$ cat src/rtl/pipe_hazard_ctrl.sv
// Pipeline hazard controller: PC / IF-ID enables, operand forwarding
// muxes, the ID/EX control and operand registers, the EX->MEM destination
// register and a saturating counter of inserted bubbles.
module pipe_hazard_ctrl (
  input  logic        clk,
  input  logic        rst,
  input  logic        stall,
  input  logic        forward1_EX,
  input  logic        forward2_EX,
  input  logic        forward1_MEM,
  input  logic        forward2_MEM,
  input  logic        flush,
  input  logic        ID_reg_write,
  input  logic        ID_memread,
  input  logic [4:0]  ID_write_reg_addr,
  input  logic [31:0] ID_rs_data,
  input  logic [31:0] ID_rt_data,
  input  logic [31:0] EX_alu_result,
  input  logic [31:0] MEM_result,
  output logic        pc_write,
  output logic        if_id_write,
  output logic        if_id_flush,
  output logic        EX_memread,
  output logic [4:0]  EX_write_reg_addr,
  output logic [4:0]  MEM_write_reg_addr,
  output logic [31:0] EX_opnd1,
  output logic [31:0] EX_opnd2,
  output logic [15:0] bubble_cnt
);

  logic        ex_memread_q, ex_memread_d;
  logic [4:0]  ex_waddr_q, ex_waddr_d;
  logic [4:0]  mem_waddr_q, mem_waddr_d;
  logic [31:0] ex_opnd1_q, ex_opnd1_d;
  logic [31:0] ex_opnd2_q, ex_opnd2_d;
  logic [15:0] bubble_cnt_q, bubble_cnt_d;

  logic        bubble;
  logic [31:0] opnd1_sel;
  logic [31:0] opnd2_sel;

  // A flush overrides a stall, so the front end keeps advancing on a flush.
  assign bubble      = stall | flush;
  assign pc_write    = ~stall | flush;
  assign if_id_write = ~stall | flush;
  assign if_id_flush = flush;

  // Forwarding muxes: the EX result is the most recent producer and wins.
  always_comb begin
    opnd1_sel = ID_rs_data;
    opnd2_sel = ID_rt_data;
    if (forward1_EX)       opnd1_sel = EX_alu_result;
    else if (forward1_MEM) opnd1_sel = MEM_result;
    if (forward2_EX)       opnd2_sel = EX_alu_result;
    else if (forward2_MEM) opnd2_sel = MEM_result;
  end

  // Next-state for the ID/EX stage, the MEM destination and the bubble counter.
  always_comb begin
    ex_memread_d = 1'b0;
    ex_waddr_d   = 5'd0;
    ex_opnd1_d   = 32'd0;
    ex_opnd2_d   = 32'd0;
    mem_waddr_d  = ex_waddr_q;
    bubble_cnt_d = bubble_cnt_q;
    if (bubble) begin
      if (bubble_cnt_q != 16'hFFFF) bubble_cnt_d = bubble_cnt_q + 16'd1;
    end else begin
      ex_memread_d = ID_memread & ID_reg_write;
      // Address 0 passes through as 0, so $0 never looks like a producer.
      ex_waddr_d   = ID_reg_write ? ID_write_reg_addr : 5'd0;
      ex_opnd1_d   = opnd1_sel;
      ex_opnd2_d   = opnd2_sel;
    end
  end

  // State registers with synchronous reset overriding stall and flush.
  always_ff @(posedge clk) begin
    if (rst) begin
      ex_memread_q <= 1'b0;
      ex_waddr_q   <= 5'd0;
      mem_waddr_q  <= 5'd0;
      ex_opnd1_q   <= 32'd0;
      ex_opnd2_q   <= 32'd0;
      bubble_cnt_q <= 16'd0;
    end else begin
      ex_memread_q <= ex_memread_d;
      ex_waddr_q   <= ex_waddr_d;
      mem_waddr_q  <= mem_waddr_d;
      ex_opnd1_q   <= ex_opnd1_d;
      ex_opnd2_q   <= ex_opnd2_d;
      bubble_cnt_q <= bubble_cnt_d;
    end
  end

  assign EX_memread         = ex_memread_q;
  assign EX_write_reg_addr  = ex_waddr_q;
  assign MEM_write_reg_addr = mem_waddr_q;
  assign EX_opnd1           = ex_opnd1_q;
  assign EX_opnd2           = ex_opnd2_q;
  assign bubble_cnt         = bubble_cnt_q;

endmodule

$ cat config.mk
export PLATFORM = sky130hd
export DESIGN_NAME = pipe_hazard_ctrl
export DESIGN_NICKNAME = d
export VERILOG_FILES = /design/src/rtl/pipe_hazard_ctrl.sv
export SDC_FILE = /design/constraint.sdc
export NUM_CORES = 1
export LEC_CHECK = 0
export ABC_AREA = 1
export CORE_ASPECT_RATIO = 1.25
export CORE_MARGIN = 2
export CORE_UTILIZATION = 25
export DETAILED_ROUTE_END_ITERATION = 7
export PLACE_DENSITY_LB_ADDON = 0.08
export SYNTH_ARGS = -nofsm -noshare
export SYNTH_HDL_FRONTEND = slang
export SYNTH_SLANG_ARGS = --single-unit
$ cat constraint.sdc
create_clock -name clk -period 2.8 [get_ports clk]
set_input_delay 0.56 -clock clk [delete_from_list [all_inputs] [get_ports clk]]
set_output_delay 0.56 -clock clk [all_outputs]
set_load 0.02 [all_outputs]
==> key figures, run 1 <==
Run status
  – Outcome: completed

Critical path
  – FF-to-FF Start: bubble_cnt[0]$_SDFFE_PP0P_
  – Worst path arrival time: 1.85 ns
  – Crit path kind: primary input to output pin
  – Worst R2R End: bubble_cnt[15]$_SDFFE_PP0P_
  – Startpoint Class: primary input
  – CP endpoint kind: output pin
  – CP startpoint: flush
  – Critical Path RT: 2.24 ns
  – Critical Path Fanout Max: 3
  – Flop2flop setup slack: 1.08 ns
  – Cell count of the worst reg-to-reg path: 7
  – Worst Setup EP: if_id_write

STA
  – RSZ-0062 raised after global routing: no
  – Tmin final: 2.413 ns
  – Fin Hold WS: 0.4196 ns
  – Hold Vio Cnt, Final: 0
  – Slew margin rel.: 64.84%
  – Setup violations, final: 0
  – Max Freq: 414.5 MHz
  – Post-route clock skew: 0.004337 ns
  – Slew Limit Fails: 0
  – Final period utilization: 86.17%
  – Slew @ Worst Pin: 0.5258 ns
  – Final TNS setup: 0 ns

Routing
  – Via density: 4.650
  – Met3 wire len: 1381 um
  – DRC: 0
  – Routed wl met2: 7602 um
  – Routed WL per cell: 15.45 um
  – Remaining antenna violation count: 0
  – Drt first pass iters: 6
  – Top Metal Used: met4
  – Initial DRC Count: 159
  – Via count: 4562
  – Met1 WL: 5566 um
  – Routed WL: 15160 um

Clocking
  – CTS root buf: clkbuf_16
  – CTS buffer count: 9
  – Clk_lat worst skew: 0.34 ns
  – Reg clk slew, reported paths: 0.06 ns
  – H-tree depth: 3
  – Hold Buf Count CTS: 0
  – Clock Path Buffers: 2
  – Post-CTS setup buffer count: 0
  – CTS sink cnt: 91
  – CTS tree: yes
  – Cts repair resizes: 0

Floorplan
  – Num ports: 237
  – Initial Util: 25.49%
  – Die Footprint: 16840 um^2
  – Die Width: 116.5 um
  – Die Ht: 144.6 um
  – Rows: 51
  – Core area: 15510 um^2

Synth
  – Largest area contributor in the netlist: dfxtp_1
  – Main area contributors after synthesis: dfxtp_1, nand2_1, a31oi_1
  – Synth warn: 0
  – Yosys reg bits: 91
  – Post-Syn Area per Cell: 7.279 um^2
  – Async S/R FF share, synth: 0%
  – Post-synthesis cell type count: 23
  – Area fraction of the dominant cell type after synthesis: 46.09%
  – Synth Cell Area: 3953 um^2
  – Post-synth EDFFs: 0
  – Post-synthesis sequential area ratio: 46.09%
  – Synth Flop Type: dfxtp_1
  – Synth cell count leaders: nand2_1, dfxtp_1, a31oi_1, nor2_1, o21ai_1
  – Net Count, Synth: 687
  – Count leader, synth: nand2_1
  – Syn Inst Count: 543

Final layout
  – Layout Nets: 908
  – Area Overhead vs Synth: 73.16%
  – Layout cell share with drive strength beyond 1: 5.332%
  – Diode count: 0

Pwr
  – Pwr/cell area: 499.3 nW/um^2
  – Cell leakage power: 2.599 nW
  – Peak VDD IR: 0.3294 mV

Place
  – Port bufs: 236
  – Placer Congestion: 0.7711
  – Final HPWL DP: 11270 um

Global routing
  – Total GRT Usage: 18.22%
  – Largest net degree at the start of global routing: 41
  – Initial antenna violation count: 0
  – Vias in the first global route: 4519
  – First-pass GRT wire length: 23180 um
  – Total gr overflow: 0

Min path
  – Hold crit path type: flip-flop to flip-flop
  – HP Start: EX_write_reg_addr[2]$_SDFF_PP0_

Flow run
  – Maxcap violations: 0
-- cell families after synthesis --
group                    synth area share [%]
buffers and inverters                   7.819
AND/OR/NAND/NOR                         25.48
AO/OA/AOI/OAI                           20.29
adder cells (fa/ha/maj)                0.3165
flip-flops                              46.09
-- critical path, stage by stage --
cell and delay [ns]:
clkdlybuf4s50_1 0.55, inv_1 0.06, nand2_1 0.07, clkdlybuf4s50_1 0.61
-- cell usage in the layout, fill, tap and decap left out, types with 2 or more instances in the layout --
| cell type | synthesis | final |
|---|---|---|
| buf_4 | 3 | 11 |
| a31oi_1 | 64 | 64 |
| nor2_1 | 51 | 51 |
| dfxtp_1 | 91 | 91 |
| o21ai_0 | 18 | 18 |
| bufinv_16 | 0 | 4 |
| nor2_4 | 3 | 3 |
| inv_2 | 1 | 3 |
| inv_1 | 22 | 22 |
| nand3_1 | 13 | 13 |
| clkbuf_8 | 0 | 2 |
| nand2_1 | 170 | 170 |
| clkbuf_16 | 0 | 9 |
| clkdlybuf4s50_1 | 0 | 236 |
| nand3_2 | 4 | 4 |
| a21oi_1 | 12 | 12 |
| o21ai_1 | 47 | 47 |
| nor2_2 | 2 | 2 |
-- metrics by stage --
step           setup slack, ns  utilization (%)  cell area [um^2]  total power, mW  cells
4_1_cts                 0.3820            44.14              6844            3.466    981
5_1_grt                 0.3375            44.14              6844            3.566    981
3_3_place_gp            0.4012            41.71              6467            1.910    965
3_5_place_dp            0.3905            41.71              6467            1.917    965
6_report                0.3873            44.14              6844            3.417    981
2_1_floorplan            1.272                -              3953            1.576    543
-- area by class of cell --
| type | count | area (um^2) |
|---|---|---|
| Inverter | 25 | 93.84 |
| Fill cell | 1590 | 8662 |
| Timing Repair Buffer | 248 | 2465 |
| Sequential cell | 91 | 1822 |
| Clock buffer | 12 | 256.5 |
| Clock inverter | 4 | 120.1 |
| Multi-Input combinational cell | 389 | 1822 |
| Tap cell | 212 | 265.3 |
-- layer usage --
metal	global-route usage (%)	vias up
met3	7.125	38
met1	18.83	2083
met2	31.73	180
met4	9.273	0
li1	-	2261
met5	0	-
-- state kept, by name, summed over array words and instances (netlist names) --
register	flops
EX_write_reg_addr	5
EX_memread	1
EX_opnd2	32
bubble_cnt	16
MEM_write_reg_addr	5
EX_opnd1	32
-- how the worst min path moves through the flow --
stage                                             to  slack [ns]  depth (start not counted)
floorplan           MEM_write_reg_addr[0]$_SDFF_PP0_        0.50                          2
global placement    MEM_write_reg_addr[3]$_SDFF_PP0_        0.42                          2
detailed placement  MEM_write_reg_addr[2]$_SDFF_PP0_        0.41                          2
CTS                 MEM_write_reg_addr[2]$_SDFF_PP0_        0.42                          2
global route        MEM_write_reg_addr[2]$_SDFF_PP0_        0.44                          2
finish              MEM_write_reg_addr[2]$_SDFF_PP0_        0.42                          2
-- power by group --
group | total [mW] | leakage (nW) | switching, mW | internal [mW]
clock | 1.53 | 0.183 | 0.520 | 1.01
combinational | 0.541 | 1.68 | 0.246 | 0.294
sequential | 1.34 | 0.740 | 0.0137 | 1.33
No activity file was read; power rests on OpenSTA's default activity.
==> inputs of run 2 (changes only) <==
Settings changed: ABC_CLOCK_PERIOD_IN_PS set to 2800, TNS_END_PERCENT set to 100.
==> results of run 2 <==
No change in the layout: final DEF, timing and power equal those of run 1.
